**config.mk**
```make
export PLATFORM = sky130hd
export DESIGN_NAME = mem_fill_arbiter
export DESIGN_NICKNAME = d
export VERILOG_FILES = /design/src/rtl/mem_fill_arbiter.sv
export SDC_FILE = /design/constraint.sdc
export NUM_CORES = 1
export LEC_CHECK = 0
export ABC_AREA = 1
export CAP_MARGIN = 20
export CORE_ASPECT_RATIO = 1.75
export CORE_MARGIN = 2
export CORE_UTILIZATION = 34
export DETAILED_ROUTE_END_ITERATION = 8
export PLACE_DENSITY = 0.78
export SLEW_MARGIN = 20
export SYNTH_ARGS = -nofsm -noshare
export SYNTH_HDL_FRONTEND = slang
export SYNTH_SLANG_ARGS = --single-unit
```
**constraint.sdc**
```tcl
create_clock -name clk -period 1.7 [get_ports clk]
set_clock_uncertainty 0.05 [all_clocks]
set_input_delay 0.34 -clock clk [delete_from_list [all_inputs] [get_ports clk]]
set_output_delay 0.34 -clock clk [all_outputs]
set_load 0.05 [all_outputs]
```
**src/rtl/mem_fill_arbiter.sv**
```systemverilog
// Block-refill sequencer shared by the I-cache and D-cache. Grants one miss at a
// time (D-cache wins ties), issues one read per cycle for the whole block, steers
// returning words into the granted cache and pulses that cache's done flag.
module mem_fill_arbiter #(
    parameter int unsigned ADDR_W = 16,
    parameter int unsigned DATA_W = 16,
    parameter int unsigned WORDS  = 8
) (
    input  logic                     clk,
    input  logic                     rst,
    input  logic                     icache_miss,
    input  logic [ADDR_W-1:0]        icache_miss_addr,
    input  logic                     dcache_miss,
    input  logic [ADDR_W-1:0]        dcache_miss_addr,
    output logic                     mem_enable,
    output logic [ADDR_W-1:0]        mem_addr,
    input  logic                     mem_data_valid,
    input  logic [DATA_W-1:0]        mem_data_in,
    output logic [DATA_W-1:0]        fill_data,
    output logic [$clog2(WORDS)-1:0] fill_word,
    output logic                     icache_fill_we,
    output logic                     dcache_fill_we,
    output logic                     icache_fill_done,
    output logic                     dcache_fill_done,
    output logic                     stall,
    output logic                     busy
);

    localparam int unsigned       CNT_W      = $clog2(WORDS);
    localparam logic [CNT_W-1:0]  LAST_IDX   = CNT_W'(WORDS - 1);
    localparam logic [CNT_W:0]    ALL_ISSUED = (CNT_W + 1)'(WORDS);
    // Clears the byte offset within a block (WORDS words of two bytes each).
    localparam logic [ADDR_W-1:0] BLK_MASK   = ~ADDR_W'(2 * WORDS - 1);

    typedef enum logic [1:0] {StIdle, StIssue, StWait, StDone} state_e;

    state_e             state_q, state_d;
    logic               grant_d_q, grant_d_d;       // 1: D-cache owns the refill
    logic [ADDR_W-1:0]  base_q, base_d;
    logic [CNT_W-1:0]   issue_cnt_q, issue_cnt_d;
    logic               issue_last_q, issue_last_d; // all words of the block issued
    logic [CNT_W-1:0]   recv_cnt_q, recv_cnt_d;
    logic [CNT_W:0]     issued;
    logic               accept;

    // Words requested so far in this refill; a return is only credible if it has a
    // matching outstanding read, which drops data still in flight from before a reset.
    assign issued = issue_last_q ? ALL_ISSUED : {1'b0, issue_cnt_q};
    assign accept = mem_data_valid && (state_q == StIssue || state_q == StWait) &&
                    ({1'b0, recv_cnt_q} < issued);

    // Stall is combinational so the PC freezes in the miss cycle itself.
    assign busy  = (state_q != StIdle);
    assign stall = icache_miss | dcache_miss | busy;

    // State, grant, block base and word counters.
    always_ff @(posedge clk or negedge rst) begin
        if (!rst) begin
            state_q      <= StIdle;
            grant_d_q    <= 1'b0;
            base_q       <= '0;
            issue_cnt_q  <= '0;
            issue_last_q <= 1'b0;
            recv_cnt_q   <= '0;
        end else begin
            state_q      <= state_d;
            grant_d_q    <= grant_d_d;
            base_q       <= base_d;
            issue_cnt_q  <= issue_cnt_d;
            issue_last_q <= issue_last_d;
            recv_cnt_q   <= recv_cnt_d;
        end
    end

    // Next-state logic, read issue and fill steering.
    always_comb begin
        state_d          = state_q;
        grant_d_d        = grant_d_q;
        base_d           = base_q;
        issue_cnt_d      = issue_cnt_q;
        issue_last_d     = issue_last_q;
        recv_cnt_d       = recv_cnt_q;
        mem_enable       = 1'b0;
        mem_addr         = '0;
        fill_data        = '0;
        fill_word        = '0;
        icache_fill_we   = 1'b0;
        dcache_fill_we   = 1'b0;
        icache_fill_done = 1'b0;
        dcache_fill_done = 1'b0;

        unique case (state_q)
            StIdle: begin
                if (dcache_miss || icache_miss) begin
                    grant_d_d    = dcache_miss;
                    base_d       = (dcache_miss ? dcache_miss_addr : icache_miss_addr) &
                                   BLK_MASK;
                    issue_cnt_d  = '0;
                    issue_last_d = 1'b0;
                    recv_cnt_d   = '0;
                    state_d      = StIssue;
                end
            end
            StIssue: begin
                mem_enable = 1'b1;
                mem_addr   = base_q | ADDR_W'({issue_cnt_q, 1'b0});
                if (issue_cnt_q == LAST_IDX) begin
                    issue_last_d = 1'b1;
                    state_d      = StWait;
                end else begin
                    issue_cnt_d = issue_cnt_q + 1'b1;
                end
            end
            StWait: begin
            end
            StDone: begin
                // Requester still holds its miss here, so no new grant this cycle.
                icache_fill_done = !grant_d_q;
                dcache_fill_done = grant_d_q;
                state_d          = StIdle;
            end
            default: state_d = StIdle;
        endcase

        if (accept) begin
            icache_fill_we = !grant_d_q;
            dcache_fill_we = grant_d_q;
            fill_word      = recv_cnt_q;
            fill_data      = mem_data_in;
            if (recv_cnt_q == LAST_IDX) begin
                state_d = StDone;
            end else begin
                recv_cnt_d = recv_cnt_q + 1'b1;
            end
        end
    end

endmodule

```
==> key figures <==
Worst setup path
  • Highest fanout seen on the critical path: 6
  • Kind of end point of the critical path: output pin
  • Element type at the critical path start: register
  • Critical path required time: 1310 ps
  • Data arrival time at the worst-slack endpoint: 1880 ps
  • Path type of the worst setup path: reg2out

Drt
  • Met3 WL post-DR: 302 um
  • Routed length per placed instance: 15.0 um
  • Total DRC errors in the routed layout: 0
  • Total number of vias: 2048
  • Final antenna-violating net count: 0
  • First-iteration detailed-routing DRC count: 45
  • Vias per std cell: 4.96
  • TritonRoute pass-1 iters: 4
  • Uppermost signal routing layer after detailed routing: met4
  • Met1 wire length: 1960 um
  • Overall routed net length: 6190 um
  • Total met2 wirelength after detailed routing: 3700 um

Clocking
  • Clk root buf: sky130_fd_sc_hd__clkbuf_8
  • CTS buffer count: 3
  • Clock tree from TritonCTS: done
  • CTS max path bufs: 2
  • Htree depth: 1
  • Number of hold buffers added after CTS: 0
  • Clock-pin transition on the worst setup and hold timing paths: 90 ps
  • Clk_lat worst skew: 270 ps
  • Number of sinks driven by the clock tree: 22

Logic synthesis
  • Most area-hungry cell type in the Yosys netlist: sky130_fd_sc_hd__dfrtp_1
  • Average cell area after synthesis: 6.58 um2
  • Top-count cell post-synth: sky130_fd_sc_hd__nand2_1
  • Mapped Nets: 305
  • Top cell types by occurrence after synthesis: sky130_fd_sc_hd__nand2_1, sky130_fd_sc_hd__inv_1, sky130_fd_sc_hd__nor2_1
  • Share of flip-flops with an asynchronous set or reset after synthesis: 100%
  • Flip-flop and latch count after synthesis: 22
  • Post-synthesis cell area: 1590 um2
  • Synth top area share: 34.6%
  • Number of warnings reported in the yosys synthesis log: 0
  • Cells taking the most area after synthesis: sky130_fd_sc_hd__dfrtp_1, sky130_fd_sc_hd__nand2_1, sky130_fd_sc_hd__inv_1
  • Count of flip-flops with a built-in enable after synthesis: 0
  • Count of cell types in the netlist: 21
  • Cell count after synthesis: 242
  • Dominant register cell in the synthesized netlist: sky130_fd_sc_hd__dfrtp_1
  • Sequential-to-total area share from yosys stat: 34.6%

Cells and area
  • Layout overhead on the synthesized area: 139%
  • Share of final-layout standard cells stronger than drive strength 1: 48.5%
  • Reg area: 551 um2
  • Util after Layout: 82.8%
  • Post-Layout Cell Count: 413
  • Area taken by multi-input logic gates: 1190 um2
  • Filler Cell Count: 207
  • Final design area excluding fillers: 3800 um2
  • Antenna cell count: 0
  • Final-stage net count: 425

Global routing
  • Initial antenna violation count: 0
  • Global route total overflow: 0
  • Maximum number of pins on one net before global-route repair: 28
  • First-pass GRT wire length: 8980 um
  • Gr usage total: 21.5%
  • Vias in the first global route: 2010

Floorplan
  • Floorplan die height: 94.5 um
  • Floorplan Core Area: 4580 um2
  • Row count: 33
  • Initial core utilization: 34.7%
  • Total die area: 5270 um2
  • Die span in x: 55.7 um
  • Number of top-level design ports: 95

Place
  • Placed Area: 3260 um2
  • Placer congestion estimate: 0.821
  • Final HPWL DP: 3880 um
  • PortBufs: 85
  • Pre-CTS setup slack: -209 ps
  • Placed Cells: 391

Run status
  • Violated checks: setup timing
  • Run status: complete, but fails checks

STA
  • Setup repair after global routing missed its margin: yes
  • Achievable clock frequency: 0.441 GHz
  • Post-route clock period utilization: 133%
  • Final hold slack: 371 ps
  • Count of pins over their slew limit: 0
  • Final-report hold violation count: 0
  • Worst setup margin: -568 ps
  • Finish-stage setup viols: 45
  • Final period demand of the worst path: 2270 ps

Pwr
  • Worst voltage drop across the vdd grid: 0.00153 V
  • Leakage power: 1.75 nW
  • Power per standard cell area: 2010 nW/um2

Flow run
  • Max-cap violation count: 0

Hold path
  • Kind of path behind the tightest hold check: in2async
[layout make-up]
type | instances | area share, %
Timing Repair Buffer | 124 | 44.5
Tap cell | 52 | 1.71
Sequential cell | 22 | 14.5
Clock buffer | 4 | 1.45
Multi-Input combinational cell | 159 | 31.2
Inverter | 52 | 6.62
[critical path: stages (launching register included)]
cell and delay (ps):
sky130_fd_sc_hd__dfrtp_1 410, sky130_fd_sc_hd__inv_2 90, sky130_fd_sc_hd__nand2_2 80, sky130_fd_sc_hd__ha_4 250
sky130_fd_sc_hd__inv_1 70, sky130_fd_sc_hd__nor2_2 40, sky130_fd_sc_hd__nand2_2 70, sky130_fd_sc_hd__nand3_4 130
sky130_fd_sc_hd__buf_12 190, sky130_fd_sc_hd__nor2_4 130, sky130_fd_sc_hd__buf_12 140
[path summary, 6_finish.rpt]
check / endpoint / slack, ps / depth (start not counted) / start
setup / recovery: dcache_fill_we / -570 / 10 / issue_last_q$_DFFE_PN0P_
hold / removal: base_q[10]$_DFFE_PN0P_ / 370 / 2 / rst
setup reg to reg: issue_last_q$_DFFE_PN0P_ / -50 / 11 / state_q[1]$_DFF_PN0_
hold reg to reg: base_q[11]$_DFFE_PN0P_ / 550 / 2 / base_q[11]$_DFFE_PN0P_
max in group asynchronous: issue_cnt_q[0]$_DFFE_PN0P_ / 1000 / 2 / rst
min in group clk: base_q[11]$_DFFE_PN0P_ / 550 / 2 / base_q[11]$_DFFE_PN0P_
[cell families after synthesis]
logic type	share of synthesized area [%]
compound gates	8.49
fa+ha+maj	7.86
buf+inv	16.4
flops	34.6
other cells	0.236
simple gates	32.5
[routing by layer]
metal / vias up / GRT usage (%)
met4: 0 / 8.13
met1: 960 / 20.2
met5: - / 0
met2: 98 / 45.5
li1: 969 / -
met3: 21 / 2.33
[layout by cell type (no fill, tap or decap), drive strengths merged]
cell           count
o21ai              9
nor2              40
clkinvlp          11
ha                10
o31ai              2
nand3             12
a31oi             12
buf               78
inv               41
dfrtp             22
conb               1
nand2             73
clkdlybuf4s50     44
clkbuf             6
[stage by stage]
| stage | total power [mW] | TNS (ps) |
|---|---|---|
| after floorplan | 3.75 | -4280 |
| after global placement | 5.81 | -3590 |
| after detailed placement | 5.91 | -4070 |
| after CTS | 6.98 | -13820 |
| after global routing | 7.94 | -18930 |
| final | 7.61 | -16210 |
[repair_timing]
action                                  in CTS  in global routing
cloned                                       1                  2
gates resized for setup                     47                 38
endpoints found under the setup margin      38                 49
pin swaps                                    4                 12
setup buffers                               11                  6
[state kept, by name (all words and copies together) (netlist names)]
register and flops:
state_q 2, recv_cnt_q 3, base_q 12, issue_cnt_q 3, issue_last_q 1, grant_d_q 1
[where the power goes]
group          total (mW)  leakage, nW  internal [mW]  switching (mW)
Clock               0.397       0.0288          0.207           0.190
Combinational        6.22         1.45           2.87            3.35
Sequential          0.995        0.265          0.751           0.244
(Power assumes the default switching activity.)
